[config.mk]
export PLATFORM = sky130hd
export DESIGN_NAME = uncached_write_buffer
export DESIGN_NICKNAME = d
export VERILOG_FILES = /design/src/rtl/uncached_write_buffer_pkg.sv /design/src/rtl/wbuf_fifo.sv /design/src/rtl/uncached_write_buffer.sv
export SDC_FILE = /design/constraint.sdc
export NUM_CORES = 1
export LEC_CHECK = 0
export CAP_MARGIN = 20
export CORE_MARGIN = 3
export CORE_UTILIZATION = 54
export CTS_BUF_LIST = sky130_fd_sc_hd__clkbuf_8
export DETAILED_ROUTE_END_ITERATION = 6
export GPL_ROUTABILITY_DRIVEN = 0
export GPL_TIMING_DRIVEN = 1
export PLACE_DENSITY = 0.75
export SYNTH_ARGS = -nofsm -noshare
export SYNTH_HDL_FRONTEND = slang
export SYNTH_HIERARCHICAL = 1
export SYNTH_SLANG_ARGS = --single-unit
export TNS_END_PERCENT = 100
[constraint.sdc]
create_clock -name clk -period 14.45 [get_ports clk]
set_input_delay 1.445 -clock clk [delete_from_list [all_inputs] [get_ports clk]]
set_output_delay 1.445 -clock clk [all_outputs]
set_load 0.03 [all_outputs]
[src/rtl/uncached_write_buffer_pkg.sv]
// rtl/uncached_write_buffer_pkg.sv - shared types and AXI constants for the uncached write buffer
package uncached_write_buffer_pkg;

    typedef struct packed {
        logic [29:0] addr;
        logic [31:0] data;
        logic [3:0]  be;
    } wbuf_entry_t;

    typedef enum logic [1:0] {
        IDLE,
        SEND,
        RESP
    } wbuf_state_t;

    localparam logic [1:0] AXI_BURST_INCR = 2'b01;
    localparam logic [2:0] AXI_SIZE_4B    = 3'b010;

endpackage

[src/rtl/wbuf_fifo.sv]
// rtl/wbuf_fifo.sv - entry storage, pointers, count and parallel word-address hazard compare
// Optional store merging into the newest entry is enabled by WBUF_MERGE_EN.
module wbuf_fifo
    import uncached_write_buffer_pkg::*;
#(
    parameter int DEPTH = 8
) (
    input  logic        clk,
    input  logic        rst,
    input  logic        push,
    input  logic [31:0] push_addr,
    input  logic [31:0] push_data,
    input  logic [3:0]  push_be,
    input  logic        pop,
    input  logic        head_busy,
    input  logic [31:0] query_addr,
    output logic        query_hit,
    output logic        full,
    output logic        empty,
    output wbuf_entry_t head
);

    localparam int PTR_W = $clog2(DEPTH);
    localparam int CNT_W = PTR_W + 1;
    localparam logic [PTR_W-1:0] PTR_ONE  = PTR_W'(1);
    localparam logic [CNT_W-1:0] CNT_FULL = CNT_W'(DEPTH);

    wbuf_entry_t mem_q [DEPTH];
    wbuf_entry_t mem_d [DEPTH];
    logic [PTR_W-1:0] head_q, head_d, tail_q, tail_d, newest, off;
    logic [CNT_W-1:0] count_q, count_d;
    logic merge, alloc;
    logic unused_ok;

    assign full   = (count_q == CNT_FULL);
    assign empty  = (count_q == '0);
    assign head   = mem_q[head_q];
    assign newest = tail_q - PTR_ONE;

`ifdef WBUF_MERGE_EN
    // The head cannot absorb bytes once its AW/W beats may already be on the bus.
    assign merge = push && !empty && (mem_q[newest].addr == push_addr[31:2])
                   && !((newest == head_q) && head_busy);
    assign unused_ok = ^{push_addr[1:0], query_addr[1:0]};
`else
    assign merge = 1'b0;
    assign unused_ok = ^{head_busy, newest, push_addr[1:0], query_addr[1:0]};
`endif

    assign alloc = push && !full && !merge;

    always_comb begin
        mem_d   = mem_q;
        head_d  = pop ? head_q + PTR_ONE : head_q;
        tail_d  = alloc ? tail_q + PTR_ONE : tail_q;
        count_d = count_q + CNT_W'(alloc) - CNT_W'(pop);
        if (alloc) begin
            mem_d[tail_q] = '{addr: push_addr[31:2], data: push_data, be: push_be};
        end
        if (merge) begin
            for (int b = 0; b < 4; b++) begin
                if (push_be[b]) begin
                    mem_d[newest].data[8*b +: 8] = push_data[8*b +: 8];
                end
            end
            mem_d[newest].be = mem_q[newest].be | push_be;
        end
    end

    always_comb begin
        query_hit = 1'b0;
        off       = '0;
        for (int i = 0; i < DEPTH; i++) begin
            off = PTR_W'(i) - head_q;
            if (({1'b0, off} < count_q) && (mem_q[i].addr == query_addr[31:2])) begin
                query_hit = 1'b1;
            end
        end
    end

    always_ff @(posedge clk) begin
        mem_q <= mem_d;
        if (rst) begin
            head_q  <= '0;
            tail_q  <= '0;
            count_q <= '0;
        end else begin
            head_q  <= head_d;
            tail_q  <= tail_d;
            count_q <= count_d;
        end
    end

endmodule

[src/rtl/uncached_write_buffer.sv]
// rtl/uncached_write_buffer.sv - buffers uncached stores and drains them as single-beat AXI writes
// Optional store merging (WBUF_MERGE_EN) lives in wbuf_fifo.
module uncached_write_buffer
    import uncached_write_buffer_pkg::*;
#(
    parameter int         DEPTH  = 8,
    parameter logic [3:0] AXI_ID = 4'd1
) (
    input  logic        clk,
    input  logic        rst,
    input  logic        push,
    input  logic [31:0] push_addr,
    input  logic [31:0] push_data,
    input  logic [3:0]  push_be,
    output logic        full,
    output logic        empty,
    input  logic [31:0] query_addr,
    output logic        query_hit,
    output logic [3:0]  awid,
    output logic [31:0] awaddr,
    output logic [3:0]  awlen,
    output logic [2:0]  awsize,
    output logic [1:0]  awburst,
    output logic [1:0]  awlock,
    output logic [3:0]  awcache,
    output logic [2:0]  awprot,
    output logic        awvalid,
    input  logic        awready,
    output logic [3:0]  wid,
    output logic [31:0] wdata,
    output logic [3:0]  wstrb,
    output logic        wlast,
    output logic        wvalid,
    input  logic        wready,
    input  logic [3:0]  bid,
    input  logic [1:0]  bresp,
    input  logic        bvalid,
    output logic        bready
);

    wbuf_state_t state_q, state_d;
    logic        aw_done_q, aw_done_d, w_done_q, w_done_d;
    logic        pop;
    wbuf_entry_t head;
    logic        unused_ok;

    wbuf_fifo #(.DEPTH(DEPTH)) u_fifo (
        .clk        (clk),
        .rst        (rst),
        .push       (push),
        .push_addr  (push_addr),
        .push_data  (push_data),
        .push_be    (push_be),
        .pop        (pop),
        .head_busy  (state_q != IDLE),
        .query_addr (query_addr),
        .query_hit  (query_hit),
        .full       (full),
        .empty      (empty),
        .head       (head)
    );

    assign awid    = AXI_ID;
    assign wid     = AXI_ID;
    assign awaddr  = {head.addr, 2'b00};
    assign awlen   = 4'd0;
    assign awsize  = AXI_SIZE_4B;
    assign awburst = AXI_BURST_INCR;
    assign awlock  = 2'b00;
    assign awcache = 4'd0;
    assign awprot  = 3'd0;
    assign wdata   = head.data;
    assign wstrb   = head.be;
    assign wlast   = 1'b1;
    assign unused_ok = ^{bid, bresp};

    always_comb begin
        state_d   = state_q;
        aw_done_d = aw_done_q;
        w_done_d  = w_done_q;
        awvalid   = 1'b0;
        wvalid    = 1'b0;
        bready    = 1'b0;
        pop       = 1'b0;
        case (state_q)
            IDLE: begin
                aw_done_d = 1'b0;
                w_done_d  = 1'b0;
                if (!empty) state_d = SEND;
            end
            SEND: begin
                awvalid = !aw_done_q;
                wvalid  = !w_done_q;
                if (awvalid && awready) aw_done_d = 1'b1;
                if (wvalid && wready)   w_done_d  = 1'b1;
                if (aw_done_d && w_done_d) state_d = RESP;
            end
            RESP: begin
                bready = 1'b1;
                if (bvalid) begin
                    pop     = 1'b1;
                    state_d = IDLE;
                end
            end
            default: state_d = IDLE;
        endcase
    end

    always_ff @(posedge clk) begin
        if (rst) begin
            state_q   <= IDLE;
            aw_done_q <= 1'b0;
            w_done_q  <= 1'b0;
        end else begin
            state_q   <= state_d;
            aw_done_q <= aw_done_d;
            w_done_q  <= w_done_d;
        end
    end

endmodule

==> impl_results.md <==
- Worst endpoint required time: 13010 ps
- DRC viols: 0
- Hold bufs inserted after CTS: 0
- Bufs on Longest Clock Path: 3
- Unrepaired setup endpoints after global routing: no
- Setup CP Type: in2out
- Root Driver: clkbuf_8
- Critical Path Max Stage Delay: ~800 ps
- Worst hold path type: reg2reg
- Core footprint: 0.0436 sq mm
- Hold path depth: 2
- Final Max Slew Viols: 0
- Drt pass-1 iters: 5
- Pwr/cell area: 130 mW/mm^2
- # rows: 76
- Final Routed Wirelength: between 50000 and 60000 um
- Max Cap Viol: 0
- Clk Latency, worst-skew pair: 660 ps
- Reg-to-Reg Start: u_fifo/count_q[2]$_SDFF_PP0_
- Status: finished clean
- # port buffers: between 150 and 200
- FF-to-FF path depth: 8
- Top-Level Pins: about 210
- Crit path capture: query_hit
- Post-route clock period utilization: 0.425
- Share of cells above drive strength 1: 0.159
- Vias in the first global route: approximately 13k
- Gate Count Post-Synth: between 1k and 1.5k
- Wire length per cell: roughly 26 um
- Post-DR vias/cell: 5.86
- Clock transition at path regs: 60 ps
- Worst Path Arrival: between 4000 and 5000 ps
- CTS tree: built
- Sequential Area: between 0.015 and 0.02 sq mm
- Flop-to-flop setup slack: between 10000 and 15000 ps
- Clk_skew: 43.7 ps
- Total grt overflow: 0
- Largest net degree at the start of global routing: 71
- Buf/Inv on CP: 2
- DRT iter0 DRCs: 1344
- CP startpoint: query_addr[18]
- Die Y: ~220 um
- Multi-input logic area: 0.00727 sq mm
- Post-CTS Setup Inserts: 0
- Worst slack, placed: 8470 ps
- Final hold vios: 0
- Die extent in x: 217 um
- Maximum clock frequency: approximately 160 MHz
- Top delay family on crit path: buffers and inverters
- Cts bufs inserted: 87
- Syn_area_per_cell: ~17 sq um
- Global Route Usage Sum: 0.257
- Detailed placement HPWL: roughly 38000 um
- Synth Warn #: 6
- # clock sinks: 542
- Via Count: between 10k and 15k
- Post-placement cell count: 2126
- Final Setup Violations: 0
- Antenna violations before repair: 6
- VDD IR max: 119 uV
- Slowest cell on crit path: clkdlybuf4s50_1
- Worst Max-Slew Pin Slew: 1110 ps
- Die area: 0.0471 sq mm
- Tot Pwr: 0.00360 W
- RR Endpoint: u_fifo/mem_q[123]$_DFFE_PP_
- Initial Util: 0.552
- Final net count: between 1.5k and 2k
- Synth-to-Final Area Change: 15.0%
- Final WS setup: slightly above 8000 ps
- Worst setup SP type: input pin
- Fin cells: about 2.3k
- Synth Cell Area: 0.0240 sq mm
- Routed Antenna Nets: 0
- Number of cells on the critical path: 8
- Critical Path End Type: output port
- Final Instance Area: around 0.028 sq mm
- Layout fillers: 3143
- Lkg Pwr: about 9.0 nW
- First-pass GRT wire length: 87800 um
- Placed instance area: 0.0261 sq mm
- Fin crit period: between 6000 and 7000 ps
- Critical-path cell list: clkdlybuf4s50_1, xor2_1, nor4_1, nand4_1, nor4_1, o21ai_0, nand4bb_1, clkdlybuf4s50_1
- Slew headroom: 0.259
- CTS H-tree lvls: 3
- Sum Neg Setup Slack: 0 ps
- CP Max Fanout: 8
- Resize count post-CTS: 0
==> metal layers <==
layer  vias up  GRT usage  routed length [um]
li1       5756          -                   -
met1      6737      0.346               22500
met2       704      0.400               28800
met3       128     0.0822                6530
met4         8     0.0944                2140
met5         -          0                  60
==> placed cells by master (no fill, tap or decap), drive strengths merged, types with 3 or more instances in the layout <==
cell type	n
a21o	4
and2	3
buf	22
nor2	24
dfxtp	14
edfxtp	528
xor2	72
nor4	22
nor3	8
clkdlybuf4s50	173
a21oi	14
nand2b	7
clkinv	24
xnor2	176
conb	29
inv	51
mux4	132
nand2	206
clkbuf	89
nand4	47
o2111ai	4
ha	21
==> sequential cells by signal, indices dropped and copies added (netlist names) <==
register,count
u_fifo/tail_q,3
u_fifo/head_q,3
w_done_q,1
aw_done_q,1
u_fifo/mem_q,528
state_q,2
u_fifo/count_q,4
==> report_power, final <==
| group | internal, W | switching, W | leakage, nW |
|---|---|---|---|
| sequential | 0.00181 | 0.0000371 | 4.91 |
| combinational | 0.000231 | 0.000348 | 3.17 |
| clock | 0.000588 | 0.000582 | 0.878 |
| total | 0.00263 | 0.000967 | 8.95 |
==> per-stage QoR <==
step | util | hold slack [ps]
floorplan | - | 452
CTS | 0.635 | 494
finish | 0.635 | 496
global route | 0.635 | 514
detailed placement | 0.600 | 485
global placement | 0.599 | 471
==> worst register-to-register path, stage by stage (launching register included) <==
cell      delay [ps]
dfxtp_1          300
inv_1            180
ha_1             260
and2_1           150
nor2b_1          420
nand2b_1         360
nor2_4           530
buf_12           260
buf_4            600
==> final cells by class <==
type	instances	share of cell area
clock inverter	58	0.0101
inverter	18	0.00244
tap	585	0.0265
antenna	2	0.000181
multi-input combinational	786	0.263
timing repair buffer	195	0.0695
clock buffer	89	0.0443
sequential	542	0.584
==> worst min path at each step <==
stage                                     start                    end
after floorplan           w_done_q$_SDFFE_PP0P_  w_done_q$_SDFFE_PP0P_
after global placement    w_done_q$_SDFFE_PP0P_  w_done_q$_SDFFE_PP0P_
after detailed placement  w_done_q$_SDFFE_PP0P_  w_done_q$_SDFFE_PP0P_
after CTS                 w_done_q$_SDFFE_PP0P_  w_done_q$_SDFFE_PP0P_
after global routing      w_done_q$_SDFFE_PP0P_  w_done_q$_SDFFE_PP0P_
final                     w_done_q$_SDFFE_PP0P_  w_done_q$_SDFFE_PP0P_
(Power assumes the default switching activity.)
